File: src/rtl/mc_pkg.sv
// Shared encodings for the multi-cycle sequencer: states, instruction
// types/opcodes, datapath select codes and the decoder result bundle.
package mc_pkg;

  typedef enum logic [2:0] {
    S_IDLE  = 3'b000,
    S_IF    = 3'b001,
    S_ID    = 3'b010,
    S_EX    = 3'b011,
    S_MEM   = 3'b100,
    S_WB    = 3'b101,
    S_FAULT = 3'b110
  } state_e;

  typedef enum logic [1:0] {
    T_R = 2'b00,
    T_I = 2'b01,
    T_J = 2'b10,
    T_S = 2'b11
  } itype_e;

  localparam logic [4:0] OPR_AND  = 5'd0, OPR_ADD  = 5'd1, OPR_SUB = 5'd2, OPR_CMP = 5'd3;
  localparam logic [4:0] OPI_ANDI = 5'd0, OPI_ADDI = 5'd1, OPI_LW  = 5'd2, OPI_SW  = 5'd3,
                         OPI_BEQ  = 5'd4;
  localparam logic [4:0] OPJ_J    = 5'd0, OPJ_JAL  = 5'd1;
  localparam logic [4:0] OPS_SLL  = 5'd0, OPS_SLR  = 5'd1, OPS_SLLV = 5'd2, OPS_SLRV = 5'd3;

  localparam logic [2:0] ALU_ADD = 3'b000, ALU_SUB = 3'b001, ALU_AND = 3'b010,
                         ALU_SLL = 3'b011, ALU_SLR = 3'b100;
  localparam logic [1:0] SRC_IMM = 2'b00, SRC_REG = 2'b01, SRC_SHAMT = 2'b10;
  localparam logic [1:0] PC_INC = 2'b00, PC_BTA = 2'b01, PC_JA = 2'b10, PC_RA = 2'b11;

  // State in which an instruction retires.
  typedef enum logic [1:0] {
    LC_ID  = 2'b00,
    LC_EX  = 2'b01,
    LC_MEM = 2'b10,
    LC_WB  = 2'b11
  } last_e;

  typedef struct packed {
    logic [2:0] alu_op;
    logic [1:0] alu_src;
    logic       ext_op;
    logic       reg_src;
    logic       wb_src;
    logic       mem;
    logic       store;
    logic       jal;
    logic       beq;
    logic       illegal;
    last_e      last;
  } dec_t;

endpackage

File: src/rtl/mc_decoder.sv
// Combinational decode of the latched instruction type/opcode into the
// datapath controls and the retire-state class.
module mc_decoder
  import mc_pkg::*;
(
  input  logic [1:0] type_i,
  input  logic [4:0] op_i,
  output dec_t       dec_o
);

  always_comb begin
    dec_o        = '0;
    dec_o.ext_op = 1'b1;
    dec_o.last   = LC_WB;
    case (type_i)
      T_R: begin
        dec_o.alu_src = SRC_REG;
        case (op_i)
          OPR_AND: dec_o.alu_op = ALU_AND;
          OPR_ADD: dec_o.alu_op = ALU_ADD;
          OPR_SUB: dec_o.alu_op = ALU_SUB;
          OPR_CMP: begin dec_o.alu_op = ALU_SUB; dec_o.last = LC_EX; end
          default: dec_o.illegal = 1'b1;
        endcase
      end
      T_I: begin
        dec_o.alu_src = SRC_IMM;
        case (op_i)
          OPI_ANDI: begin dec_o.alu_op = ALU_AND; dec_o.ext_op = 1'b0; end
          OPI_ADDI: dec_o.alu_op = ALU_ADD;
          OPI_LW:   begin dec_o.alu_op = ALU_ADD; dec_o.mem = 1'b1; dec_o.wb_src = 1'b1; end
          OPI_SW: begin
            dec_o.alu_op  = ALU_ADD;
            dec_o.reg_src = 1'b1;
            dec_o.mem     = 1'b1;
            dec_o.store   = 1'b1;
            dec_o.last    = LC_MEM;
          end
          OPI_BEQ: begin
            dec_o.alu_op  = ALU_SUB;
            dec_o.reg_src = 1'b1;
            dec_o.beq     = 1'b1;
            dec_o.last    = LC_EX;
          end
          default: dec_o.illegal = 1'b1;
        endcase
      end
      T_J: begin
        dec_o.last = LC_ID;
        case (op_i)
          OPJ_J:   dec_o.jal = 1'b0;
          OPJ_JAL: dec_o.jal = 1'b1;
          default: dec_o.illegal = 1'b1;
        endcase
      end
      default: begin
        case (op_i)
          OPS_SLL:  begin dec_o.alu_op = ALU_SLL; dec_o.alu_src = SRC_SHAMT; end
          OPS_SLR:  begin dec_o.alu_op = ALU_SLR; dec_o.alu_src = SRC_SHAMT; end
          OPS_SLLV: begin dec_o.alu_op = ALU_SLL; dec_o.alu_src = SRC_REG; end
          OPS_SLRV: begin dec_o.alu_op = ALU_SLR; dec_o.alu_src = SRC_REG; end
          default:  dec_o.illegal = 1'b1;
        endcase
      end
    endcase
  end

endmodule

File: src/rtl/mc_sequencer.sv
// Multi-cycle control sequencer: IF/ID/EX/MEM/WB flow with memory handshakes,
// return-stack depth tracking, handshake timeout and a sticky FAULT state.
module mc_sequencer
  import mc_pkg::*;
#(
  parameter int TIMEOUT = 255,
  parameter int DEPTH   = 16,
  localparam int DW     = $clog2(DEPTH + 1)
) (
  input  logic          clk,
  input  logic          reset,
  input  logic          run_i,
  input  logic [31:0]   ir_i,
  output logic          imem_req_o,
  input  logic          imem_ack_i,
  output logic          dmem_req_o,
  input  logic          dmem_ack_i,
  output logic          dmem_we_o,
  input  logic          zero_i,
  output logic          pc_write_o,
  output logic [1:0]    pc_src_o,
  output logic          ir_write_o,
  output logic          reg_write_o,
  output logic          flag_write_o,
  output logic          reg_src_o,
  output logic          ext_op_o,
  output logic          wb_src_o,
  output logic [1:0]    alu_src_o,
  output logic [2:0]    alu_op_o,
  output logic          stack_push_o,
  output logic          stack_pop_o,
  output logic [DW-1:0] depth_o,
  output logic [2:0]    state_o,
  output logic          instr_done_o,
  output logic          fault_o
);

  localparam int WW = $clog2(TIMEOUT + 1);
  localparam logic [WW-1:0] TO_LAST  = WW'(TIMEOUT - 1);
  localparam logic [DW-1:0] D_FULL   = DW'(DEPTH);
  localparam logic [DW-1:0] D_ONE    = DW'(1);
  localparam logic [WW-1:0] W_ONE    = WW'(1);

  state_e        state_q, state_d;
  logic [DW-1:0] depth_q, depth_d;
  logic [WW-1:0] wait_q,  wait_d;
  logic [1:0]    type_q;
  logic [4:0]    op_q;
  logic          stop_q;
  logic          last_cyc;
  dec_t          dec;

  logic unused_ir;
  assign unused_ir = ^ir_i[26:3];

  mc_decoder u_dec (
    .type_i (type_q),
    .op_i   (op_q),
    .dec_o  (dec)
  );

  assign depth_o = depth_q;
  assign state_o = state_q;

  always_comb begin
    state_d      = state_q;
    depth_d      = depth_q;
    wait_d       = wait_q;
    last_cyc     = 1'b0;
    imem_req_o   = 1'b0;
    dmem_req_o   = 1'b0;
    dmem_we_o    = 1'b0;
    pc_write_o   = 1'b0;
    pc_src_o     = PC_INC;
    ir_write_o   = 1'b0;
    reg_write_o  = 1'b0;
    flag_write_o = 1'b0;
    reg_src_o    = 1'b0;
    ext_op_o     = 1'b0;
    wb_src_o     = 1'b0;
    alu_src_o    = SRC_IMM;
    alu_op_o     = ALU_ADD;
    stack_push_o = 1'b0;
    stack_pop_o  = 1'b0;
    instr_done_o = 1'b0;
    fault_o      = 1'b0;

    case (state_q)
      S_IDLE: if (run_i) state_d = S_IF;
      S_IF: begin
        imem_req_o = 1'b1;
        if (imem_ack_i) begin
          ir_write_o = 1'b1;
          pc_write_o = 1'b1;
          wait_d     = '0;
          state_d    = S_ID;
        end else if (wait_q == TO_LAST) begin
          wait_d  = '0;
          state_d = S_FAULT;
        end else begin
          wait_d = wait_q + W_ONE;
        end
      end
      S_ID: begin
        if (dec.illegal) begin
          state_d = S_FAULT;
        end else if (dec.last == LC_ID) begin
          if (dec.jal && depth_q == D_FULL) begin
            state_d = S_FAULT;
          end else begin
            pc_write_o   = 1'b1;
            pc_src_o     = PC_JA;
            stack_push_o = dec.jal;
            last_cyc     = 1'b1;
          end
        end else begin
          state_d = S_EX;
        end
      end
      S_EX: begin
        if (dec.last == LC_EX) begin
          flag_write_o = 1'b1;
          if (dec.beq && zero_i) begin
            pc_write_o = 1'b1;
            pc_src_o   = PC_BTA;
          end
          last_cyc = 1'b1;
        end else begin
          state_d = dec.mem ? S_MEM : S_WB;
        end
      end
      S_MEM: begin
        dmem_req_o = 1'b1;
        dmem_we_o  = dec.store;
        if (dmem_ack_i) begin
          wait_d = '0;
          if (dec.last == LC_MEM) last_cyc = 1'b1;
          else                    state_d  = S_WB;
        end else if (wait_q == TO_LAST) begin
          wait_d  = '0;
          state_d = S_FAULT;
        end else begin
          wait_d = wait_q + W_ONE;
        end
      end
      S_WB: begin
        reg_write_o = 1'b1;
        wb_src_o    = dec.wb_src;
        last_cyc    = 1'b1;
      end
      S_FAULT: fault_o = 1'b1;
      default: state_d = S_IDLE;
    endcase

    // Datapath selects stay stable from EX until the instruction retires.
    if (state_q inside {S_EX, S_MEM, S_WB}) begin
      alu_op_o  = dec.alu_op;
      alu_src_o = dec.alu_src;
      ext_op_o  = dec.ext_op;
      reg_src_o = dec.reg_src;
    end

    // Return via stop bit wins over a taken branch; popping an empty stack faults.
    if (last_cyc) begin
      if (stop_q && type_q != T_J) begin
        if (depth_q == '0) begin
          pc_write_o = 1'b0;
          pc_src_o   = PC_INC;
          state_d    = S_FAULT;
        end else begin
          stack_pop_o  = 1'b1;
          pc_write_o   = 1'b1;
          pc_src_o     = PC_RA;
          depth_d      = depth_q - D_ONE;
          instr_done_o = 1'b1;
          state_d      = run_i ? S_IF : S_IDLE;
        end
      end else begin
        instr_done_o = 1'b1;
        state_d      = run_i ? S_IF : S_IDLE;
      end
    end

    if (stack_push_o) depth_d = depth_q + D_ONE;
  end

  always_ff @(posedge clk or posedge reset) begin
    if (reset) begin
      state_q <= S_IDLE;
      depth_q <= '0;
      wait_q  <= '0;
      type_q  <= '0;
      op_q    <= '0;
      stop_q  <= 1'b0;
    end else begin
      state_q <= state_d;
      depth_q <= depth_d;
      wait_q  <= wait_d;
      if (ir_write_o) begin
        type_q <= ir_i[2:1];
        op_q   <= ir_i[31:27];
        stop_q <= ir_i[0];
      end
    end
  end

endmodule

File: config.mk
export PLATFORM = sky130hd
export DESIGN_NAME = mc_sequencer
export DESIGN_NICKNAME = d
export VERILOG_FILES = /design/src/rtl/mc_pkg.sv /design/src/rtl/mc_decoder.sv /design/src/rtl/mc_sequencer.sv
export SDC_FILE = /design/constraint.sdc
export NUM_CORES = 1
export LEC_CHECK = 0
export BUFFER_PORTS_ARGS = -buffer_cell sky130_fd_sc_hd__buf_2
export CAP_MARGIN = 15
export CORE_UTILIZATION = 40
export DETAILED_ROUTE_END_ITERATION = 6
export PLACE_DENSITY = 0.76
export SLEW_MARGIN = 20
export SYNTH_ARGS = -nofsm -noshare
export SYNTH_HDL_FRONTEND = slang
export SYNTH_SLANG_ARGS = --single-unit
File: constraint.sdc
create_clock -name clk -period 3.5 [get_ports clk]
set_input_delay 0.35 -clock clk [delete_from_list [all_inputs] [get_ports clk]]
set_output_delay 0.35 -clock clk [all_outputs]
set_load 0.05 [all_outputs]
# After elaboration in Yosys (flattened, before gate mapping)
# Index checks and enable logic that the tools add are counted.
# W data, S select, Z words.
[totals]
ff_bits = 24
elab_cells = 139
out_inout_bits = 29
input_bits = 38
[op_classes]
n_eq_ne = 23
n_addsub = 3
n_reduce_logical = 20
n_mux = 87
[op_table]
columns = ["cell", "count"]
rows = [
  ["$mux W1", 46],
  ["$mux W3", 13],
  ["$mux W5", 5],
  ["$mux W8", 3],
  ["$pmux W5 S4", 1],
  ["$pmux W3 S6", 1],
  ["$mux W2", 8],
  ["$pmux W2 S2", 4],
  ["$pmux W8 S2", 1],
  ["$pmux W5 S3", 1],
  ["$eq A5 B2 Y1 const B", 2],
  ["$logic_not A5 Y1", 2],
  ["$eq A3 B3 Y1 const B", 3],
  ["$add A8 B1 Y8 const B", 1],
  ["$eq A8 B8 Y1 const B", 1],
  ["$reduce_or A2 Y1", 4],
  ["$eq A3 B2 Y1 const B", 2],
  ["$ne A3 B3 Y1 const B", 2],
  ["$pmux W2 S3", 1],
  ["$reduce_bool A2 Y1", 3],
  ["$add A5 B1 Y5 const B", 1],
  ["$eq A5 B1 Y1 const B", 1],
  ["$eq A5 B3 Y1 const B", 1],
  ["$eq A5 B5 Y1 const B", 1],
  ["other kinds (19)", 25],
]

# Depth between registers and ports, before layout
[logic_depth]
ltp_word = 10
depth_mapped = 11
depth_no_buf = 11

# By module
# From an unflattened synthesis, not the netlist that was laid out.
[hier_totals]
cells_unflattened = 229
hier_area_um2 = 2039.5
[by_module_without_submodules]
columns = ["module", "area_each_um2", "instances", "cells_per_inst"]
rows = [
  ["mc_sequencer", 1740.4, 1, 186],
  ["mc_decoder", 299.0, 1, 43],
]

# Least setup slack after synthesis
# Ideal clock, no wire load.
[synth_path]
path_kind = "register to output"
from = "reg state_q[2] (netlist: state_o[2])"
to = "out pc_src_o[0]"
path_stages_with_launch = 8
arrival_ns = 3.816
n_path_buf = 1
setup_slack_ns = -0.666
path_cell_list = "dfrtp_1 buf_2 inv_1 nor3b_1 a31o_2 o31ai_4 nor2_1 a21o_1"
[synth_between]
elab_chain_cells = 4
elab_cells_between_ends = 8
[synth_lines]
columns = ["element", "line", "text"]
rows = [
  ["start, declared", "mc_sequencer.sv:44", "state_e state_q, state_d;"],
  ["start signal, assigned", "mc_sequencer.sv:196", "state_q <= state_d;"],
  ["$eq A3 B2 Y1", "mc_sequencer.sv:88", "case (state_q)"],
  ["$pmux W2 S2", "mc_sequencer.sv:88", ""],
  ["$mux W2", "mc_sequencer.sv:165", "if (stop_q && type_q != T_J) begin"],
  ["$mux W2 *", "mc_sequencer.sv:164", "if (last_cyc) begin"],
  ["end, declared", "mc_sequencer.sv:21", "output logic [1:0] pc_src_o,"],
]
# Mark *: on every way between the ends. The rest lies on a longest branch, timed or not.

# Worst setup path in the final report
[layout_path]
from = "reg type_q[1]"
to = "out instr_done_o"
[layout_between]
elab_chain_cells = 8
elab_cells_between_ends = 21
[layout_lines]
columns = ["element", "line", "text"]
rows = [
  ["start, declared", "mc_sequencer.sv:47", "logic [1:0] type_q;"],
  ["start signal, assigned", "mc_sequencer.sv:200", "type_q <= ir_i[2:1];"],
  ["parallel branches: the longest is 7 deep, another holds $pmux W1 S4", "-", ""],
  ["$mux W1 *", "mc_sequencer.sv:164", ""],
  ["end, declared", "mc_sequencer.sv:34", "output logic instr_done_o,"],
]
# Mark *: on every way between the ends.

==> impl_metrics.yaml <==
global_route:
  grt_use_met1: 0.282
  grt_pass1_wl_mm: 7.44
  grtUsageTotal: 0.190
  use_met2: 0.274
  grt_util_met3: 0.0276
  overflow: 0
  busiest_layer: "met1"
  grt_max_degree: 25
  antenna_found_initial: 0
  grt_pass1_vias: 1548
clock_tree:
  ctsResizeCount: 0
  cts_tree: "yes"
  clkSlewWorstSetupHoldPaths_ns: 0.08
  cts-root-buf: "clkbuf_8"
  cts_buffers: 3
  htree_levels: 1
  cts.sinks: 24
  clk_latency_ns: 0.27
  postCtsSetupBuffers: 0
  cts_max_path_buffers: 2
  hold_buffers: 0
logic_synthesis:
  netlist_top_cells_area: "dfrtp_1 (33%), ha_1 (6.2%), o21ai_0 (5.5%)"
  yosysSeqAreaShare: 0.331
  synth_most_common_cell: "dfrtp_1"
  synth_top_area_cell: "dfrtp_1"
  synth_mux_area_frac: 0.0482
  synth_common_cells: "dfrtp_1 (24), o21ai_0 (20), nand2_1 (15)"
  syn_area_um2: 1820
  synthCells: 208
  yosys_warnings: 0
  netlist.area_leader.share: 0.331
  synth_top_family_by_area: "compound AO/OA/AOI/OAI gates"
  synth_area_per_cell_um2: 8.73
  ys_ff_latch: 24
  synth-compound-area-share: 0.248
  synthSimpleGateAreaFrac: 0.239
  async_flop_share: 1.00
  synth-xor-area-share: 0.0145
  synthAdderAreaFrac: 0.0730
  synth_edf_count: 0
  syn-num-nets: 256
  synth.distinct_cells: 52
  synth_top_flop_cell: "dfrtp_1"
placement:
  port_buffers: 42
  dp_hpwl_mm: 3.26
  routabilityCongestion: 0.800
  dpl_worst_slack_ns: 0.459
route:
  drc_errors: 0
  final_antenna_net_count: 0
  finalWirelength_mm: 4.34
  firstDrtPassIters: 4
  wire_per_inst_um: 14.7
  vias: 1729
  via_per_inst: 5.84
  drt_iter0_drc: 152
sta:
  tns_ns: 0
  rsz0062_at_grt: "no"
  clock.fmax_mhz: 319
  whs_ns: 0.269
  timing.final.crit_share: 0.897
  hold_violations: 0
  slew_viol_final: 0
  slew_headroom: 0.381
  setup_viol: 0
  tightest_slew_ns: 0.927
  post-route-min-period_ns: 3.14
  skew_ns: 0.00404
  worst_slack_ns: 0.360
layout:
  drive_gt1_frac: 0.262
  num-nets-final: 294
  area_growth_pct: 15.8
  fill_cells: 422
  insertedDiodeCount: 0
die:
  core_um2: 4350
  die_h_um: 69.4
  initial_core_util: 0.417
  die-width_um: 69.4
  num_rows: 24
  fp.dieArea_um2: 4820
  ios: 67
power:
  p_leak_nw: 0.992
  power.density_nw_per_um2: 220
  vdd_drop_max_uv: 98.6
  power_mw: 0.464
status:
  status: "finished clean"
worst_setup_path:
  cp.required_ns: 3.15
  arrival_ns: 2.79
  start_kind: "register"
  critPathMaxFanout: 6
  r2r-end: "depth_o[4]"
  r2r_slack_ns: 0.42
  end_kind: "primary output"
  critPathCapture: "instr_done_o"
  startpoint: "type_q[1]"
  crit_type: "reg -> out"
  timing.rr.start: "op_q[4]"
  rr_worst_depth: 9
run:
  max_cap_viol_count: 0
worst_hold_path:
  hold_class: "in -> async"
layout by cell type (no fill, tap or decap), drive strengths merged, types with 2 or more instances in the layout:
cell type and instances:
nand3 9, nand2 15, xor2 2, o31ai 5, nor4 4, buf 42, mux2i 2, nor3 8
o211a 2, nor2b 6, a21o 5, o41ai 2, a22o 2, and2 3, or2 3, clkbuf 3
ha 9, a21oi 10, a211oi 3, nand2b 4, nor3b 2, or4 3, nor2 14, nand4 3
dfrtp 24, mux2 6, o21ai 22, inv 13
worst max-delay path: stages, from the launching register on:
cell and delay, ns:
dfrtp_1 0.41, inv_1 0.11, ha_1 0.28, inv_1 0.15, a311o_1 0.38, a2111oi_4 0.46
nor3_1 0.19, a21oi_1 0.24, buf_2 0.31
cell type report:
class                      instances  area (um2)  share of cell area
inverter                          13        48.8              0.0232
sequential                        24         601               0.285
tap                               52        65.1              0.0309
timing repair buffer              42         210              0.0999
multi-input combinational        162        1140               0.541
clock buffer                       3        41.3              0.0196
cells by family after synthesis:
group,count (synthesis)
simple gates,79
compound gates,62
flops,24
buf+inv,22
fa+ha+maj,10
mux,8
xor+xnor,3
worst min path at each step:
stage,from,to,cells past startpoint
final,reset,state_o[2],2
after floorplan,reset,depth_o[0],1
after global routing,ir_i[31],op_q[4],2
after detailed placement,wait_q[7],wait_q[7],1
after CTS,ir_i[27],op_q[0],3
after global placement,wait_q[7],wait_q[7],1
routing by layer:
| layer | share of wire | wire length (um) |
|---|---|---|
| met5 | 0 | 0 |
| met4 | 0.020 | 87 |
| met3 | 0.050 | 218 |
| met2 | 0.45 | 1960 |
| met1 | 0.48 | 2070 |
power breakdown:
group	switching, mW	internal, mW	total [mW]
Clock	0.0914	0.0773	0.169
Combinational	0.0112	0.00670	0.0179
Sequential	0	0.277	0.277
Total	0.103	0.361	0.464
registers in the layout (all words and copies together), names as in the netlist:
register,count
stop_q,1
depth_o,5
type_q,2
wait_q,8
state_o,3
op_q,5
metrics by stage:
step | std cells | utilization | instance area [um2]
after floorplan | 208 | - | 1820
after global placement | 293 | 0.474 | 2060
after detailed placement | 293 | 0.474 | 2060
after CTS | 296 | 0.483 | 2100
after global routing | 296 | 0.483 | 2100
final | 296 | 0.483 | 2100
Note: power is estimated with default switching activity, not from simulation.
